## config.mk

```make
export PLATFORM = sky130hd
export DESIGN_NAME = rx_queue
export DESIGN_NICKNAME = d
export VERILOG_FILES = /design/src/rtl/rx_pkg.sv /design/src/rtl/rx_queue_mem.sv /design/src/rtl/rx_queue.sv
export SDC_FILE = /design/constraint.sdc
export NUM_CORES = 1
export LEC_CHECK = 0
export ABC_AREA = 1
export CORE_ASPECT_RATIO = 1.5
export CORE_UTILIZATION = 45
export CTS_CLUSTER_DIAMETER = 50
export CTS_CLUSTER_SIZE = 10
export DETAILED_ROUTE_END_ITERATION = 10
export MAX_ROUTING_LAYER = met4
export PLACE_DENSITY_LB_ADDON = 0.05
export SLEW_MARGIN = 20
export SYNTH_ARGS = -nofsm -noshare
export SYNTH_HDL_FRONTEND = slang
export SYNTH_HIERARCHICAL = 1
export SYNTH_SLANG_ARGS = --single-unit
```

## constraint.sdc

```tcl
create_clock -name clk -period 7 [get_ports clk]
set_input_delay 1.05 -clock clk [delete_from_list [all_inputs] [get_ports clk]]
set_output_delay 1.05 -clock clk [all_outputs]
set_load 0.01 [all_outputs]
```

## src/rtl/rx_pkg.sv

```systemverilog
// Shared constants and helpers for the SPI receive path (receiver wrapper and rx_queue).
package rx_pkg;

    localparam int RX_WIDTH = 32;
    localparam int RX_DEPTH = 8;

    typedef enum logic [1:0] {
        OP_IDLE  = 2'b00,
        OP_READ  = 2'b01,
        OP_WRITE = 2'b10,
        OP_BOTH  = 2'b11
    } rx_op_e;

    // Occupancy counter width: must hold 0..depth inclusive.
    function automatic int cnt_width(input int depth);
        return $clog2(depth) + 1;
    endfunction

endpackage

```

## src/rtl/rx_queue_mem.sv

```systemverilog
// Storage array for rx_queue: one synchronous write port, asynchronous read port.
module rx_queue_mem #(
    parameter int width = 32,
    parameter int depth = 8,
    parameter int aw    = $clog2(depth)
) (
    input  logic             clk,
    input  logic             we,
    input  logic [aw-1:0]    waddr,
    input  logic [width-1:0] wdata,
    input  logic [aw-1:0]    raddr,
    output logic [width-1:0] rdata
);

    logic [width-1:0] mem [depth];

    always_ff @(posedge clk) begin
        if (we) mem[waddr] <= wdata;
    end

    assign rdata = mem[raddr];

endmodule

```

## src/rtl/rx_queue.sv

```systemverilog
// Receive FIFO with first-word fall-through and sticky overflow.
// Optional almost_full output enabled by defining RX_QUEUE_ALMOST_FULL_EN.
module rx_queue
    import rx_pkg::*;
#(
    parameter int width = RX_WIDTH,
    parameter int depth = RX_DEPTH,
    parameter int cnt_w = cnt_width(depth)
`ifdef RX_QUEUE_ALMOST_FULL_EN
    ,
    parameter int af_level = depth - 2
`endif
) (
    input  logic             clk,
    input  logic             rst_n,
    input  logic [width-1:0] wr_data,
    input  logic             wr_en,
    output logic [width-1:0] out_data,
    output logic             out_valid,
    input  logic             out_ready,
    output logic [cnt_w-1:0] count,
    output logic             full,
    output logic             empty,
    output logic             overflow,
`ifdef RX_QUEUE_ALMOST_FULL_EN
    output logic             almost_full,
`endif
    input  logic             clr_ovf
);

    localparam int aw = $clog2(depth);

    logic [aw-1:0]    wr_ptr, rd_ptr;
    logic [width-1:0] rd_word;
    logic             fire, accept, drop;
    rx_op_e           op;
    logic [cnt_w-1:0] count_nxt;

    assign fire   = out_valid && out_ready;
    assign accept = wr_en && (!full || fire);
    assign drop   = wr_en && full && !fire;
    assign op     = rx_op_e'({accept, fire});

    always_comb begin
        count_nxt = count;
        unique case (op)
            OP_WRITE: count_nxt = count + cnt_w'(1);
            OP_READ:  count_nxt = count - cnt_w'(1);
            default:  count_nxt = count;
        endcase
    end

    rx_queue_mem #(
        .width (width),
        .depth (depth)
    ) u_mem (
        .clk   (clk),
        .we    (accept),
        .waddr (wr_ptr),
        .wdata (wr_data),
        .raddr (rd_ptr),
        .rdata (rd_word)
    );

    // Gate with the registered empty flag so out_data reads 0 after reset
    // even though the storage array itself is never cleared.
    assign out_data  = empty ? '0 : rd_word;
    assign out_valid = !empty;

    always_ff @(posedge clk or negedge rst_n) begin
        if (!rst_n) begin
            wr_ptr <= '0;
            rd_ptr <= '0;
            count  <= '0;
            full   <= 1'b0;
            empty  <= 1'b1;
        end else begin
            if (accept) wr_ptr <= wr_ptr + aw'(1);
            if (fire)   rd_ptr <= rd_ptr + aw'(1);
            count <= count_nxt;
            full  <= (count_nxt == cnt_w'(depth));
            empty <= (count_nxt == '0);
        end
    end

    // Set has priority over clear so a drop in the clearing cycle is not lost.
    always_ff @(posedge clk or negedge rst_n) begin
        if (!rst_n)       overflow <= 1'b0;
        else if (drop)    overflow <= 1'b1;
        else if (clr_ovf) overflow <= 1'b0;
    end

`ifdef RX_QUEUE_ALMOST_FULL_EN
    always_ff @(posedge clk or negedge rst_n) begin
        if (!rst_n) almost_full <= 1'b0;
        else        almost_full <= (count_nxt >= cnt_w'(af_level));
    end
`endif

endmodule

```

Yosys cells after proc, flatten, opt, wreduce, memory -nomap -nowiden
Memory sizes are Yosys's and may differ from the RTL's.
Cells that the tools add are included.
W data, S select, Z words.
Storage, ports and cells
  flip-flop bits (word level): 13
  bits in writable memories: 256
  output and inout port bits: 40
  logic and storage cells: 30
  memories: 1
Operators by class
  add/subtract/negate cells: 4
  equality and inequality tests: 3
  muxes and demuxes: 6
  reductions and logical operators: 10
Memories
  u_mem.mem: depth 8, width 32, read ports 1, clocked after Yosys merged registers in 0, wr ports 1, RTL line rx_queue_mem.sv:15  | logic [width-1:0] mem [depth];
Operators with widths (count)
  $mux W32: 1
  $pmux W4 S2: 1
  $add A3 B1 Y3 const B: 2
  $add A4 B1 Y4 const B: 1
  $eq A4 B4 Y1 const B: 1
  $logic_and A1 B1 Y1: 4
  $logic_not A4 Y1: 1
  $mux W1: 4
  $sub A4 B1 Y4 const B: 1
  $logic_not A1 Y1: 3
  $eq A2 B1 Y1 const B: 1
  $eq A2 B2 Y1 const B: 1
  $reduce_bool A2 Y1: 1
  $logic_or A1 B1 Y1: 1

Logic depth before layout (Yosys ltp)
Gate-level depths: netlist (run 1).
  depth after elaboration: 7
  mapped depth: 16
  mapped depth without buffers: 15

Modules after synthesis
Netlist (run 1), hierarchy kept.
Modules (own cells, without submodules)
  rx_queue_mem: instances 1, cells each 1124, area an instance 11232.0 sq um, sequential area each 7687.4 sq um
  rx_queue: instances 1, cells each 142, area an instance 959.7 sq um, sequential area each 326.6 sq um

Worst setup path after synthesis (run 1)
OpenSTA, ideal clock, no wires.
  kind: in2reg
  from: input port out_ready
  to: memory u_mem.mem[1][0], enable pin
  arrival: 2.786 ns
  data required time: 6.579 ns
  setup slack: 3.793 ns
  stages on the path: 6
  buffers on the path: 0
  cell sequence: nand2_4 > nand2_2 > nand2_2 > inv_2 > nand2_1 > nor2_1
Between the ends
  cells in the longest elaborated chain, start to end: 5
Ends and longest elaborated chain
  start: declaration: RTL line rx_queue.sv:20  | input logic out_ready,
  $logic_and A1 B1 Y1: RTL line rx_queue.sv:39  | assign fire = out_valid && out_ready;
  $logic_or A1 B1 Y1: RTL line rx_queue.sv:40  | assign accept = wr_en && (!full || fire);
  $logic_and A1 B1 Y1: RTL line rx_queue.sv:40
  net accept: RTL line rx_queue.sv:35  | logic fire, accept, drop;
  $mux W1: RTL line rx_queue_mem.sv:18  | if (we) mem[waddr] <= wdata;
  $mux W1 (implied by the code): RTL line rx_queue_mem.sv:18
  end: declaration: RTL line rx_queue_mem.sv:15
The timed path passes the listed nets, and every way through them passes these cells.

Worst setup path after layout (run 1)
  from: register rd_ptr[0]
  to: output port out_data[8]
Between the ends
  cells in the longest elaborated chain, start to end: 2
Ends and longest elaborated chain
  start: declaration: RTL line rx_queue.sv:33  | logic [aw-1:0] wr_ptr, rd_ptr;
  start signal: assignment: RTL line rx_queue.sv:79  | if (fire) rd_ptr <= rd_ptr + aw'(1);
  $mem_v2 Z8 W32
  net rd_word[8]: RTL line rx_queue.sv:34  | logic [width-1:0] rd_word;
  $mux W32: RTL line rx_queue.sv:67  | assign out_data = empty ? '0 : rd_word;
  end: declaration: RTL line rx_queue.sv:18  | output logic [width-1:0] out_data,
The timed path passes the listed nets, and every way through them passes these cells.

==> summary.md, run 1 <==
| Metric | Value |
|---|---|
| CTS Hold Buffers Added | 0 |
| Status | completed |
| Clock Tree Root | clkbuf_16 |
| Setup TNS | 0 ps |
| Synthesized area per cell | about 9.6 um2 |
| Vias in the first global route | 7734 |
| Worst-path fanout max | 96 |
| Hold Vio Cnt, Final | 0 |
| Share of the synthesized area in the top cell type | between 60% and 70% |
| Leak Pwr | between 6 and 7 nW |
| Commonest non-fill, non-tap cell in the layout | nand2_1 |
| Cell breakdown of the critical path | clkinv_2 -> buf_4 -> nand2_1 -> nand3_1 -> nand2_1 -> nand2_1 -> nand2_1 -> inv_1 -> nor2_1 -> clkdlybuf4s50_1 |
| Routed Wire Length | about 26 mm |
| Most frequent cells in the layout | nand2_1 (442), inv_1 (298), edfxtp_1 (256) |
| Syn. warnings | 6 |
| Arrival @ worst endpoint | around 3700 ps |
| Synthesis-stage register bit count | about 270 |
| CP startpoint kind | flip-flop |
| Layout fillers | between 2000 and 2500 |
| CP bufs+invs | 4 |
| Fin area | between 10000 and 15000 um2 |
| Clock sink total | about 270 |
| Ratio of cells with drive above 1 in the final layout | 5.75% |
| CP max-delay cell | dfrtp_4 |
| Post_cts resized | 0 |
| DR DRC count | 0 |
| # port buffers | 76 |
| Post-CTS setup buffer count | 0 |
| Synth Instances | around 1300 |
| Pwr Density | about 400 nW/um2 |
| Vias | slightly below 8000 |
| Mapped cell area | 12200 um2 |
| Period utilisation layout | 67.4% |
| Initial drt markers | roughly 390 |
| Total grt overflow | 0 |
| MaxCap Viol Count | 0 |
| Area post-placement | between 10000 and 15000 um2 |
| CORE AREA | 26600 um2 |
| Nets | roughly 1400 |
| First-pass GRT wire length | ~42 mm |
| Boundary pin count | between 70 and 80 |
| # H-tree levels | 1 |
| Row cnt | between 70 and 80 |
| Worst-Margin Slew | about 1100 ps |
| Max Slew Vio Count | 0 |
| EDFF count, synth | 256 |
| Post-route antenna net violation count | 0 |
| RePlAce Congestion | about 0.75 |
| Area growth syn-to-layout | 15.0% |
| Clock buffer depth | 3 |
| HPWL Detailed | approximately 13 mm |
| Diode count | 0 |
| Post-Syn Nets | between 1000 and 1500 |
| DR pass1 iterations | 5 |
| CP Class | reg -> out |
| Slew HR | 27.6% |
| Yosys top cell by area | edfxtp_1 |
| Routed length per instance | 15.5 um |
| Initial antenna violation count | 0 |
| Skew-Pair Late Insertion Delay | approximately 560 ps |
| Worst path max stage delay | about 700 ps |
| Async SR Flop Fraction | slightly below 5% |
| Fmax | about 210 MHz |
| GRT Overall Usage | approximately 20% |
| Final Setup Violations | 0 |
| Routed vias/inst | between 4 and 5 |
| Synth Flop Type | edfxtp_1 |
| Num CTS Buffers | 31 |
| Skew final | ~13 ps |
| Die Ht | 204 um |
| Largest net degree at the start of global routing | between 90 and 100 |
| Cell mode on critical path | nand2_1 |
| Die Area | between 20000 and 30000 um2 |
| Worst VDD drop | between 0.2 and 0.3 mV |
| CP Data Required Time | about 6000 ps |
| Min cycle time layout | between 4000 and 5000 ps |
| CP delay by family, top | buffers and inverters |
| Reg clk slew, reported paths | 60 ps |
| CTS tree | built |
| Hold_ws | roughly 520 ps |
| Largest cells by area after synthesis | edfxtp_1 (63%), nand2_1 (14%), inv_1 (9.2%) |
| Initial core utilization | between 40% and 50% |
| Worst hold path class | reg -> reg |
| Post-synthesis sequential area ratio | between 60% and 70% |
| CP Capture Type | output port |
| RSZ-0062 raised after global routing | false |
| Synth unique cells | 25 |
| Die Width | between 100 and 150 um |
==> worst reg2reg max path, delay by kind of cell (launching register included) <==
family / cells / cell delay (ps)
compound gates: 2 / 280
buf+inv: 2 / 150
fa+ha+maj: 2 / 420
simple gates: 8 / 740
flops: 1 / 1060
==> cells in the mapped netlist, types with 3 or more instances <==
cell type,number
nand2_1,442
inv_1,298
edfxtp_1,256
nand3_1,132
nor2_1,40
buf_2,20
buf_6,12
dfrtp_1,12
clkbuf_1,10
xnor2_1,6
buf_1,5
buf_4,5
ha_1,5
inv_2,5
nand2_2,4
nand3_2,3
nor2_2,3
==> sequential cells by signal, summed over array words and instances (netlist names) <==
| register | cells |
|---|---|
| count | 4 |
| full | 1 |
| u_mem/mem | 256 |
| wr_ptr | 3 |
| overflow | 1 |
| empty | 1 |
| rd_ptr | 3 |
==> worst paths after layout <==
path | startpoint | endpoint | slack (ps) | cells past startpoint
worst max-delay path | rd_ptr[0] | out_data[8] | 2280 | 10
worst min-delay path | overflow | overflow | 520 | 2
worst max register to register | empty | full | 4290 | 14
worst min register to register | overflow | overflow | 520 | 2
max in group asynchronous | rst_n | rd_ptr[0] | 5660 | 1
min in group asynchronous | rst_n | overflow | 880 | 1
==> metal layers <==
layer / GRT usage [%] / up-vias / part of all wire (%)
li1: - / 4007 / -
met1: 24.9 / 3664 / 43
met2: 35.4 / 127 / 52
met3: 2.46 / 46 / 3.6
met4: 6.11 / 0 / 2.1
met5: - / - / 0
==> final cells by class <==
class                      count  area (um2)  share of cell area (%)
sequential                   269        8020                    57.2
timing repair buffer          90         866                    6.18
tap                          337         422                    3.01
inverter                     304        1140                    8.17
clock buffer                  32         779                    5.56
multi-input combinational    641        2770                    19.7
clock inverter                 3        21.3                   0.152
==> power by group <==
group | total, W | switching (W) | internal, W | leakage, nW
Clock | 0.00136 | 0.000579 | 0.000777 | 0.394
Combinational | 0.00226 | 0.00142 | 0.000836 | 3.57
Sequential | 0.00216 | 0.000121 | 0.00204 | 2.48
Total | 0.00577 | 0.00212 | 0.00365 | 6.45
==> cell families (layout without fill, tap and decap cells) <==
logic type      count (synthesis)  count (layout)  synth area share [%]
buf+inv                       356             429                  12.1
fa+ha+maj                       5               5                 0.513
simple gates                  626             626                  21.0
flops                         269             269                  65.7
xor+xnor                        6               6                 0.431
compound gates                  4               4                 0.195
==> metrics by stage <==
stage	util [%]	power, W	cells	setup slack, ps
4_1_cts	52.7	0.00588	1676	2180
5_1_grt	52.7	0.00621	1676	1940
3_3_place_gp	49.7	0.00449	1641	2810
2_1_floorplan	-	0.00367	1266	3790
3_5_place_dp	49.7	0.00450	1641	2810
6_report	52.7	0.00577	1676	2280
Power figures use the tool's default switching activity.
==> run 2: changes to the inputs <==
- clock period: 7 -> 4.7 ns (I/O delays scaled with it)
==> summary.md, run 2 (synthesis gave the netlist of run 1 again) <==
| Metric | Value |
|---|---|
| Largest reg by FF count | u_mem/mem (unchanged) |
| Initial drt markers | 319 (was 385) |
| Most frequent cells in the layout | nand2_1 (442), inv_1 (298), edfxtp_1 (256) (unchanged) |
| Largest regs | u_mem/mem (256), count (4) (unchanged) |
| Skew final | 11.0 ps (was 13.1 ps) |
| Die Area | 27800 um2 (unchanged) |
| Reg clk slew, reported paths | 60 ps (about the same) |
| Clock Tree Root | clkbuf_16 (unchanged) |
| CP Capture Type | output port (unchanged) |
| R2R depth | 8 (was 14) |
| # H-tree levels | 1 (unchanged) |
| Comb power frac | 38.8% (was 39.1%) |
| Sequential power share | 37.3% (was 37.4%) |
| Ratio of cells with drive above 1 in the final layout | 6.42% (was 5.75%) |
| Psw | 0.00320 W (was 0.00212 W) |
| Clock buffer depth | 3 (unchanged) |
| Routed Wire Length | 27.1 mm (was 26.0 mm) |
| Num CTS Buffers | 31 (unchanged) |
| Max Slew Vio Count | 0 (unchanged) |
| Switching Fraction | 36.6% (was 36.7%) |
| DR pass1 iterations | 6 (was 5) |
| Post-route antenna net violation count | 0 (unchanged) |
| Total grt overflow | 0 (unchanged) |
| Cell mode on critical path | nand2_1 (unchanged) |
| Worst-Margin Slew | 995 ps (was 1090 ps) |
| Die Width | 136 um (unchanged) |
| Cell breakdown of the critical path | buf_4 -> nand2_1 -> nand3_1 -> nand2_1 -> nand2_1 -> nand2_1 -> inv_1 -> nor2_1 -> clkdlybuf4s50_1 (was clkinv_2 -> buf_4 -> nand2_1 -> nand3_1 -> nand2_1 -> nand2_1 -> nand2_1 -> inv_1 -> nor2_1 -> clkdlybuf4s50_1) |
| Clock sink total | 269 (unchanged) |
| Nets | 1387 (was 1379) |
| Core Util, Final | 53.2% (was 52.7%) |
| Routed vias/inst | 4.77 (was 4.68) |
| CP bufs+invs | 3 (was 4) |
| Number of flip-flops under the largest register name | 256 (unchanged) |
| Post-CTS setup buffer count | 0 (unchanged) |
| MaxCap Viol Count | 0 (unchanged) |
| CTS tree | built (unchanged) |
| GRT Overall Usage | 21.0% (was 20.5%) |
| Design Power | 0.00874 W (was 0.00577 W) |
| # port buffers | 76 (unchanged) |
| Slew HR | 33.7% (was 27.6%) |
| Clock Power Share | 23.9% (was 23.5%) |
| Worst hold path class | reg -> reg (unchanged) |
| Hold Vio Cnt, Final | 0 (unchanged) |
| Commonest non-fill, non-tap cell in the layout | nand2_1 (unchanged) |
| Initial antenna violation count | 1 (was 0) |
| CP startpoint kind | flip-flop (unchanged) |
| Pwr Density | 618 nW/um2 (was 412 nW/um2) |
| Post_cts resized | 0 (unchanged) |
| Layout fillers | 2411 (was 2389) |
| First-pass GRT wire length | 42.7 mm (was 41.7 mm) |
| Largest net degree at the start of global routing | 91 (was 98) |
| HPWL Detailed | 14.6 mm (was 13.4 mm) |
| RePlAce Congestion | 0.759 (was 0.748) |
| Pint | 0.00554 W (was 0.00365 W) |
| CP Data Required Time | 3990 ps (was 5950 ps) |
| Boundary pin count | 77 (unchanged) |
| Initial core utilization | 45.9% (unchanged) |
| CP Depth | 9 (was 10) |
| Vias in the first global route | 7899 (was 7734) |
| Worst-path fanout max | 90 (was 96) |
| Arrival @ worst endpoint | 3270 ps (was 3670 ps) |
| CP Class | reg -> out (unchanged) |
| Status | completed (unchanged) |
| RSZ-0062 raised after global routing | false (unchanged) |
| Worst VDD drop | 0.385 mV (was 0.265 mV) |
| CP delay by family, top | buffers and inverters (unchanged) |
| Fmax | between 200 and 300 MHz |
| Period utilisation layout | between 80% and 90% |
| CP max-delay cell | buf_4 (was dfrtp_4) |
| Skew-Pair Late Insertion Delay | 550 ps (was 560 ps) |
| Vias | 8076 (was 7844) |
| DR DRC count | 0 (unchanged) |
| Setup TNS | 0 ps (unchanged) |
| Area growth syn-to-layout | 16.0% (was 15.0%) |
| Row cnt | 73 (unchanged) |
| Final Setup Violations | 0 (unchanged) |
| Die Ht | 204 um (unchanged) |
| Hold Path Depth | 1 (was 2) |
| CTS Hold Buffers Added | 0 (unchanged) |
| Min cycle time layout | approximately 4000 ps |
| Routed length per instance | 16.0 um (was 15.5 um) |
| Leak Pwr | 6.51 nW (was 6.45 nW) |
| Worst path max stage delay | 870 ps (was 700 ps) |
| CORE AREA | 26600 um2 (unchanged) |
-- run 2: power groups by stage --
stage | registers [W] | logic [W] | clock network [W]
global placement | 0.00331 | 0.00344 | 0
CTS | 0.00327 | 0.00347 | 0.00214
floorplan | 0.00320 | 0.00226 | 0
global route | 0.00331 | 0.00384 | 0.00222
detailed placement | 0.00332 | 0.00345 | 0
finish | 0.00326 | 0.00339 | 0.00209
-- run 2: worst paths after layout --
| kind | startpoint | end | slack (ps) |
|---|---|---|---|
| max in group asynchronous | rst_n | rd_ptr[0] | 3710 |
| max reg2reg | empty | u_mem/mem[1][12] | 1890 |
| min | wr_ptr[2] | wr_ptr[2] | 520 |
| min in group asynchronous | rst_n | count[1] | 540 |
| min reg2reg | wr_ptr[2] | wr_ptr[2] | 520 |
| max | rd_ptr[0] | out_data[1] | 720 |
-- run 2: area by class of cell --
type	count	area, um2	share of cell area, %
Inverter	304	1140	8.10
Tap cell	337	422	2.98
Antenna cell	1	2.50	0.0177
Sequential cell	269	8020	56.7
Multi-Input combinational cell	641	2770	19.6
Clock buffer	42	837	5.92
Timing Repair Buffer	98	938	6.64
Clock inverter	2	10.0	0.0708
-- run 2: worst reg2reg max path, stage by stage, from the launching register on --
cell	delay, ps
dfstp_2	660
inv_4	180
nand2_4	80
nand2_2	60
nand2_2	90
inv_2	90
nand2_1	230
nor2_4	820
buf_4	310
-- run 2: through the flow --
step                      cell area [um2]  hold slack, ps  setup WS [ps]  instances
after global placement              13300             509           1230       1649
after CTS                           14100             533            630       1693
final                               14100             523            722       1694
after detailed placement            13300             520           1240       1649
after global routing                14100             568            438       1694
after floorplan                     12200             409           1840       1266
-- run 2: layer usage --
| layer | part of all wire (%) | track usage (%) | up-vias |
|---|---|---|---|
| met5 | 0 | - | - |
| met4 | 2.3 | 6.67 | 0 |
| met3 | 3.6 | 2.49 | 44 |
| met2 | 50 | 35.2 | 145 |
| met1 | 44 | 26.3 | 3852 |
| li1 | - | - | 4035 |
==> run 3: changes to the inputs <==
- clock period: 4.7 -> 3.35 ns (I/O delays scaled with it)
==> summary.md, run 3 (synthesis gave the netlist of run 1 again) <==
| Metric | Value |
|---|---|
| CP Data Required Time | 2850 ps (was 3990 ps) |
| # placed instances | 1649 (unchanged) |
| DR DRC count | 0 (unchanged) |
| Arrival @ worst endpoint | 2580 ps (was 3270 ps) |
| Worst hold path class | in -> async (was reg -> reg) |
| Largest net degree at the start of global routing | 74 (was 91) |
| CTS Hold Buffers Added | 0 (unchanged) |
| Setup TNS | 0 ps (unchanged) |
| Diode count | 0 (was 1) |
| Most frequent cells in the layout | nand2_1 (442), inv_1 (298), edfxtp_1 (256) (unchanged) |
| CORE AREA | 26600 um2 (unchanged) |
| Ratio of cells with drive above 1 in the final layout | 6.19% (was 6.42%) |
| Number of flip-flops under the largest register name | 256 (unchanged) |
| HPWL Detailed | 15.1 mm (was 14.6 mm) |
| Design Power | 0.0123 W (was 0.00874 W) |
| Nets | 1387 (unchanged) |
| Routed length per instance | 15.9 um (was 16.0 um) |
| CP Capture Type | output port (unchanged) |
| Row cnt | 73 (unchanged) |
| Initial drt markers | 517 (was 319) |
| Initial antenna violation count | 0 (was 1) |
| Status | completed (unchanged) |
| Skew-Pair Late Insertion Delay | 550 ps (about the same) |
| Worst-path fanout max | 64 (was 90) |
| MaxCap Viol Count | 0 (unchanged) |
| Worst VDD drop | 0.535 mV (was 0.385 mV) |
| CP startpoint kind | flip-flop (unchanged) |
| Vias | 8031 (was 8076) |
| Reg clk slew, reported paths | 60 ps (about the same) |
| Hold_ws | 359 ps (was 523 ps) |
| Largest reg by FF count | u_mem/mem (unchanged) |
| Num CTS Buffers | 30 (was 31) |
| Area growth syn-to-layout | 16.4% (was 16.0%) |
| Skew final | 18.1 ps (was 11.0 ps) |
| Die Ht | 204 um (unchanged) |
| Die Area | 27800 um2 (unchanged) |
| Hold Vio Cnt, Final | 0 (unchanged) |
| Max Slew Vio Count | 0 (unchanged) |
| CTS tree | built (unchanged) |
| Boundary pin count | 77 (unchanged) |
| # H-tree levels | 1 (unchanged) |
| Clock buffer depth | 3 (unchanged) |
| RSZ-0062 raised after global routing | false (unchanged) |
| RePlAce Congestion | 0.753 (was 0.759) |
| DR pass1 iterations | 5 (was 6) |
| Final instance count without filler cells | 1693 (was 1694) |
| Commonest non-fill, non-tap cell in the layout | nand2_1 (unchanged) |
| Period utilisation layout | 92.1% |
| Min cycle time layout | approximately 3100 ps |
| Post-route antenna net violation count | 0 (unchanged) |
| Initial core utilization | 45.9% (unchanged) |
| CP Class | reg -> out (unchanged) |
| Leak Pwr | 6.52 nW (was 6.51 nW) |
| Pwr Density | 868 nW/um2 (was 618 nW/um2) |
| Die Width | 136 um (unchanged) |
| # port buffers | 76 (unchanged) |
| Routed Wire Length | 26.9 mm (was 27.1 mm) |
| Clock sink total | 269 (unchanged) |
| Vias in the first global route | 7803 (was 7899) |
| Core Util, Final | 53.4% (was 53.2%) |
| GRT Overall Usage | 21.0% (about the same) |
| Fmax | 324 MHz |
| Total grt overflow | 0 (unchanged) |
| Slew HR | 55.4% (was 33.7%) |
| Clock Tree Root | clkbuf_16 (unchanged) |
| Routed vias/inst | 4.74 (was 4.77) |
| Worst-Margin Slew | 667 ps (was 995 ps) |
| Largest regs | u_mem/mem (256), count (4) (unchanged) |
| Final Setup Violations | 0 (unchanged) |
| First-pass GRT wire length | 42.7 mm (about the same) |
[run 3: changes by cell type in the layout (fill, tap and decap cells not counted), sizes merged]
cell and change:
diode -1, buf +1, clkinv -3, inv +1, clkbuf +1
[run 3: final cells by class]
class,instances,area [um2]
Clock buffer,43,821
Multi-Input combinational cell,641,2770
Fill cell,2406,12400
Timing Repair Buffer,99,1020
Tap cell,337,422
Inverter,304,1150
Sequential cell,269,8020
[run 3: routing by layer]
| metal | global-route usage (%) | part of all wire [%] | vias to the layer above |
|---|---|---|---|
| li1 | - | - | 4029 |
| met1 | 24.8 | 41 | 3805 |
| met2 | 37.4 | 53 | 158 |
| met3 | 2.44 | 4.1 | 39 |
| met4 | 5.60 | 1.7 | 0 |
| met5 | - | 0 | - |
[run 3: worst paths after layout]
path / from / to / slack (ps) / depth (start not counted)
max in group asynchronous: rst_n / rd_ptr[0] / 2500 / 1
max: rd_ptr[0] / out_data[18] / 260 / 10
min in group clk: clr_ovf / overflow / 520 / 2
min: rst_n / count[0] / 360 / 1
max reg2reg: empty / u_mem/mem[4][11] / 1180 / 8
min reg2reg: wr_ptr[2] / wr_ptr[2] / 520 / 1
[run 3: through the flow]
step / cell area, um2 / setup slack (ps)
final: 14200 / 265
after global routing: 14200 / 61.4
after CTS: 14200 / 101
after detailed placement: 13400 / 550
after global placement: 13400 / 546
after floorplan: 12200 / 626
[run 3: what timing repair did]
action                                  CTS  global route
endpoints found under the setup margin   13            19
gates resized for setup                   0             1
buffers inserted                          1             0
[run 3: worst max-delay path, cell delays in order, from the launching register on]
cell and delay (ps):
dfrtp_4 580, inv_4 170, buf_12 290, nand2_1 90
nand3_1 110, nand2_1 60, nand2_1 50, nand2_1 70
inv_1 50, nor2_1 30, clkdlybuf4s50_1 490
[run 3: power breakdown]
group	switching [W]	leakage (nW)	internal (W)
combinational	0.00310	3.65	0.00188
sequential	0.000198	2.48	0.00427
clock	0.00121	0.396	0.00166
total	0.00451	6.52	0.00781
==> variant 1, RTL diff (settings of run 2) <==
The package constant `RX_WIDTH` goes from 32 to 48.
--- a/src/rtl/rx_pkg.sv
+++ b/src/rtl/rx_pkg.sv
@@ -2,5 +2,5 @@
 package rx_pkg;
 
-    localparam int RX_WIDTH = 32;
+    localparam int RX_WIDTH = 48;
     localparam int RX_DEPTH = 8;
 
Ports: changed (resized out_data and wr_data); port bits go from 77 to 109. No check against the original RTL was run, so the function may have changed too.
==> variant 1 against run 2 <==
Non-clock buffer count grew 32. Setup slack improved by 0.11 ns. Total power rose by 46%. Wire length grew 49%. Clock power rose by 46%. Via count grew 48%. Synthesized area up 46%. Sequential cell count up 128. First-iteration DRC count is 100% higher. Final area grew 46%. Critical path type unchanged. Critical endpoint is now out_data[27]. Largest cell class unchanged. Largest power group unchanged. Highest routed layer unchanged.
==> variant 1: results (changes against run 2) <==
- R2r endpoint: full$_DFF_PN0_ (was u_mem/mem[1][12]$_DFFE_PP_)
- Synth cell count leaders: 651 x nand2_1, 441 x inv_1, 384 x edfxtp_1, 198 x nand3_1, 58 x nor2_1 (was 442 x nand2_1, 298 x inv_1, 256 x edfxtp_1, 132 x nand3_1, 40 x nor2_1)
- Vias in the first global route: 11,500 (was 7,899)
- Drt total wl: 40,200 um (was 27,100 um)
- Global-route wire length before repair: 62,500 um (was 42,700 um)
- Via count: 11,900 (was 8,076)
- Synth warn: 6 (unchanged)
- R2R Setup Slk: 1.77 ns (was 1.89 ns)
- Path depth of the worst reg2reg path: 15 (was 8)
- HP Class: register to register (unchanged)
- Critical Path AT: 3.17 ns (was 3.27 ns)
- DR pass1 iterations: 5 (was 6)
- Gr usage total: 0.212 (was 0.210)
- DR iter-0 viols: 649 (was 319)
- Relative slew slack: 0.365 (was 0.337)
- Post-layout nets: 2,013 (was 1,387)
- Footprint of the multi-input gates: 3930 um^2 (was 2770 um^2)
- Max IR drop VDD: 0.532 mV (was 0.385 mV)
- Filler cell count: 3,493 (was 2,411)
- Clock Skew: 0.0144 ns (was 0.0110 ns)
- Count of cell types in the netlist: 23 (was 25)
- Ys async rst share: 0.0327 (was 0.0483)
- Number of synthesized flops with an enable pin: 384 (was 256)
- Lkg Pwr: 9.47 nW (was 6.51 nW)
- Hold Path Origin: wr_ptr[0]$_DFFE_PN0P_ (was wr_ptr[2]$_DFFE_PN0P_)
- Post-DP HPWL: 20,700 um (was 14,600 um)
- Hold Path End: wr_ptr[0]$_DFFE_PN0P_ (was wr_ptr[2]$_DFFE_PN0P_)
- Seq/Total Area, Yosys: 0.666 (was 0.657)
- CTS Buf Count: 45 (was 31)
- Initial antenna violation count: 2 (was 1)
- Largest net degree at the start of global routing: 117 (was 91)
- Layout cells sized above 1: 0.0514 (was 0.0642)
- Crit. Startpoint: rd_ptr[1]$_DFFE_PN0P_ (was rd_ptr[0]$_DFFE_PN0P_)
- Port bufs: 108 (was 76)
- PostCTS Resize Cnt: 0 (unchanged)
- H-tree depth: 2 (was 1)
- Crit path capture: out_data[27] (was out_data[1])
- Clock Tree Root: clkbuf_16 (unchanged)
- Largest registers: u_mem/mem (384), count (4) (was u_mem/mem (256), count (4))
- Crit-path max FO: 58 (was 90)
- Gpl congestion: 0.782 (was 0.759)
- Ranking of synthesized cells by area: edfxtp_1 65%, nand2_1 14%, inv_1 9.3% (was edfxtp_1 63%, nand2_1 14%, inv_1 9.2%)
- Dpl cell area: 19,400 um^2 (was 13,300 um^2)
- WHS: 0.528 ns (was 0.523 ns)
- Status: completed (unchanged)
- Net count after synthesis: 1,914 (was 1,308)
variant 1: kinds of logic (layout without fill, tap and decap cells):
logic type,Yosys count,in the layout,share of synthesized area
compound gates,5,5,0.00176
xor+xnor,6,6,0.00295
fa+ha+maj,5,5,0.00352
buf+inv,526,635,0.116
flops,397,397,0.666
other cells,0,2,0
simple gates,917,917,0.209
variant 1: power breakdown:
group	total (mW)	internal, mW	switching (mW)
clock	3.05	1.77	1.27
combinational	4.97	1.82	3.15
sequential	4.70	4.47	0.229
total	12.7	8.07	4.65
variant 1: metal layers:
| layer | vias up | global-route usage | share of wire |
|---|---|---|---|
| li1 | 5877 | - | - |
| met4 | 0 | 0.0640 | 0.022 |
| met1 | 5754 | 0.254 | 0.43 |
| met2 | 223 | 0.365 | 0.51 |
| met5 | - | - | 0 |
| met3 | 63 | 0.0336 | 0.044 |
variant 1: through the flow:
step | instances | setup slack [ns]
2_1_floorplan | 1856 | 1.11
3_3_place_gp | 2403 | 1.33
3_5_place_dp | 2403 | 1.35
4_1_cts | 2460 | 0.769
5_1_grt | 2462 | 0.648
6_report | 2462 | 0.830
variant 1: final cells by class:
class | count | area share
antenna | 2 | 0.000242
clock buffer | 55 | 0.0584
clock inverter | 2 | 0.000606
inverter | 448 | 0.0818
multi-input combinational | 933 | 0.191
sequential | 397 | 0.575
tap | 495 | 0.0300
timing repair buffer | 130 | 0.0634
variant 1: worst max-delay path, cell delays in order, from the launching register on:
cell,delay (ns)
dfrtp_4,0.63
clkinv_2,0.35
buf_12,0.38
buf_4,0.27
nand3_1,0.09
nand2_1,0.06
nand2_1,0.05
nand2_1,0.10
inv_1,0.04
nor2_1,0.08
clkdlybuf4s50_1,0.55
==> variant 2, RTL diff (flow settings as in run 2) <==
Made on the original files. Register the output `count` once more, without a reset; this adds one clock of latency there. The other outputs are not delayed to match.
--- a/src/rtl/rx_queue.sv
+++ b/src/rtl/rx_queue.sv
@@ -31,4 +31,6 @@
     localparam int aw = $clog2(depth);
 
+    logic [cnt_w-1:0] count_s0;
+
     logic [aw-1:0]    wr_ptr, rd_ptr;
     logic [width-1:0] rd_word;
@@ -43,9 +45,9 @@
 
     always_comb begin
-        count_nxt = count;
+        count_nxt = count_s0;
         unique case (op)
-            OP_WRITE: count_nxt = count + cnt_w'(1);
-            OP_READ:  count_nxt = count - cnt_w'(1);
-            default:  count_nxt = count;
+            OP_WRITE: count_nxt = count_s0 + cnt_w'(1);
+            OP_READ:  count_nxt = count_s0 - cnt_w'(1);
+            default:  count_nxt = count_s0;
         endcase
     end
@@ -72,5 +74,5 @@
             wr_ptr <= '0;
             rd_ptr <= '0;
-            count  <= '0;
+            count_s0 <= '0;
             full   <= 1'b0;
             empty  <= 1'b1;
@@ -78,5 +80,5 @@
             if (accept) wr_ptr <= wr_ptr + aw'(1);
             if (fire)   rd_ptr <= rd_ptr + aw'(1);
-            count <= count_nxt;
+            count_s0 <= count_nxt;
             full  <= (count_nxt == cnt_w'(depth));
             empty <= (count_nxt == '0);
@@ -98,4 +100,8 @@
 `endif
 
+    always_ff @(posedge clk) begin
+        count <= count_s0;
+    end
+
 endmodule
 
Check against the original RTL: not equivalent (a bounded check fails within 4 cycles, from zero or initial values and one cycle with rst_n low).
==> variant 2 against run 2 <==
Count of clock-buffer cells in the layout grew 1. Final area grew 0.44%. Hold slack lost 0.090 ns. Total power is essentially flat. Non-clock buffer count shrank 6. Register-to-register slack gained 0.04 ns. Sequential cell count grew 4. Fmax grew 4.3%. Global-route usage shrank 0.43 points. Wire length shrank 3.0%. Setup slack gained 0.16 ns. First-iteration DRC count grew 14%. Largest power group unchanged. Synthesized area grew 0.81%.
==> variant 2: results (changes against run 2) <==
- Status: completed (unchanged)
- HP Class: register to register (unchanged)
- Post-layout nets: 1,390 (was 1,387)
- Layout cells sized above 1: 0.0581 (was 0.0642)
- Global-route wire length before repair: 42,200 um (was 42,700 um)
- Max IR drop VDD: 0.333 mV (was 0.385 mV)
- Largest Register: u_mem/mem (unchanged)
- Critical Path AT: 3.11 ns (was 3.27 ns)
- CTS Buf Count: 31 (unchanged)
- Cell family with most CP delay: buffers and inverters (unchanged)
- Number of synthesized flops with an enable pin: 256 (unchanged)
- Largest registers: u_mem/mem (256), count (4), count_s0 (4) (was u_mem/mem (256), count (4))
- Via count: 7,997 (was 8,076)
- DR pass1 iterations: 4 (was 6)
- Path depth of the worst reg2reg path: 14 (was 8)
- Crit-path max FO: 68 (was 90)
- Worst-Skew Late Latency: 0.55 ns (about the same)
- Ys async rst share: 0.0476 (was 0.0483)
- Drt total wl: 26,300 um (was 27,100 um)
- Net count after synthesis: 1,317 (was 1,308)
- Post-DRT Antenna Nets: 0 (unchanged)
- Critical-path top delay cell: dfrtp_4 (was buf_4)
- Clock Skew: 0.0135 ns (was 0.0110 ns)
- CP Class: register to output port (unchanged)
- CTS clk-pin slew, worst paths: 0.06 ns (about the same)
- Gpl congestion: 0.710 (was 0.759)
- H-tree depth: 1 (unchanged)
- PostCTS Resize Cnt: 0 (unchanged)
- Slowest stage delay, CP: 0.82 ns (was 0.87 ns)
- Post-DP HPWL: 13,800 um (was 14,600 um)
- Seq/Total Area, Yosys: 0.659 (was 0.657)
- Synth cell count leaders: 442 x nand2_1, 297 x inv_1, 256 x edfxtp_1, 134 x nand3_1, 43 x nor2_1 (was 442 x nand2_1, 298 x inv_1, 256 x edfxtp_1, 132 x nand3_1, 40 x nor2_1)
- Port bufs: 76 (unchanged)
- Ranking of synthesized cells by area: edfxtp_1 63%, nand2_1 13%, inv_1 9.1% (was edfxtp_1 63%, nand2_1 14%, inv_1 9.2%)
- Largest net degree at the start of global routing: 69 (was 91)
- DR iter-0 viols: 364 (was 319)
- Relative slew slack: 0.396 (was 0.337)
- Count of cell types in the netlist: 27 (was 25)
- Gr usage total: 0.205 (was 0.210)
- Synth warn: 6 (unchanged)
- CTS max path bufs: 3 (unchanged)
- Post-CTS setup buffer count: 0 (unchanged)
- Filler cell count: 2,433 (was 2,411)
- Initial antenna violation count: 1 (unchanged)
- Lkg Pwr: 6.52 nW (was 6.51 nW)
- Hold path cells: 0 (was 1)
- Clock Tree Root: clkbuf_16 (unchanged)
[variant 2: cell families (layout without fill, tap and decap cells)]
| logic type | Yosys count | after routing | synth area share |
|---|---|---|---|
| other | 0 | 1 | 0 |
| XOR/XNOR | 6 | 6 | 0.00428 |
| flip-flops | 273 | 273 | 0.659 |
| buffers and inverters | 356 | 441 | 0.120 |
| AND/OR/NAND/NOR | 630 | 630 | 0.210 |
| adder cells (fa/ha/maj) | 5 | 5 | 0.00509 |
| AO/OA/AOI/OAI | 5 | 5 | 0.00255 |
[variant 2: path summary, 6_finish.rpt]
check,start,endpoint,slack (ns)
worst min-delay path,count_s0[3]$_DFF_PN0_,count[3]$_DFF_P_,0.43
worst max-delay path,rd_ptr[0]$_DFFE_PN0P_,out_data[0],0.89
worst max register to register,empty$_DFF_PN1_,empty$_DFF_PN1_,1.93
min in group asynchronous,rst_n,wr_ptr[1]$_DFFE_PN0P_,0.55
worst min register to register,count_s0[3]$_DFF_PN0_,count[3]$_DFF_P_,0.43
max in group asynchronous,rst_n,rd_ptr[0]$_DFFE_PN0P_,3.70
[variant 2: power by group]
part / internal (mW) / total, mW / switching [mW]
Sequential: 3.08 / 3.29 / 0.206
Clock: 1.24 / 2.10 / 0.860
Combinational: 1.26 / 3.34 / 2.08
Total: 5.58 / 8.73 / 3.15
[variant 2: per-layer routing]
layer	GRT usage	share of wire	vias to the layer above	wire, um
met1	0.244	0.43	3790	11400
li1	-	-	4052	-
met3	0.0260	0.034	34	889
met4	0.0600	0.018	0	485
met2	0.361	0.52	121	13500
met5	-	0	-	0
[variant 2: cell type report]
class                   instances  share of cell area
flip-flops and latches        273               0.570
multi-input cells             646               0.196
inverters                     304              0.0806
repair buffers                 92              0.0629
clock buffers                  43              0.0578
well taps                     337              0.0297
clock inverters                 2             0.00247
diodes                          1            0.000176
[variant 2: stage by stage]
| step | cells | power, mW | setup slack [ns] | area [um^2] | hold slack (ns) |
|---|---|---|---|---|---|
| after floorplan | 1275 | 5.50 | 1.83 | 12300 | 0.399 |
| after global placement | 1652 | 6.72 | 1.46 | 13300 | 0.422 |
| after detailed placement | 1652 | 6.74 | 1.46 | 13300 | 0.425 |
| after CTS | 1697 | 8.87 | 0.856 | 14200 | 0.436 |
| after global routing | 1698 | 9.38 | 0.645 | 14200 | 0.448 |
| final | 1698 | 8.73 | 0.886 | 14200 | 0.432 |
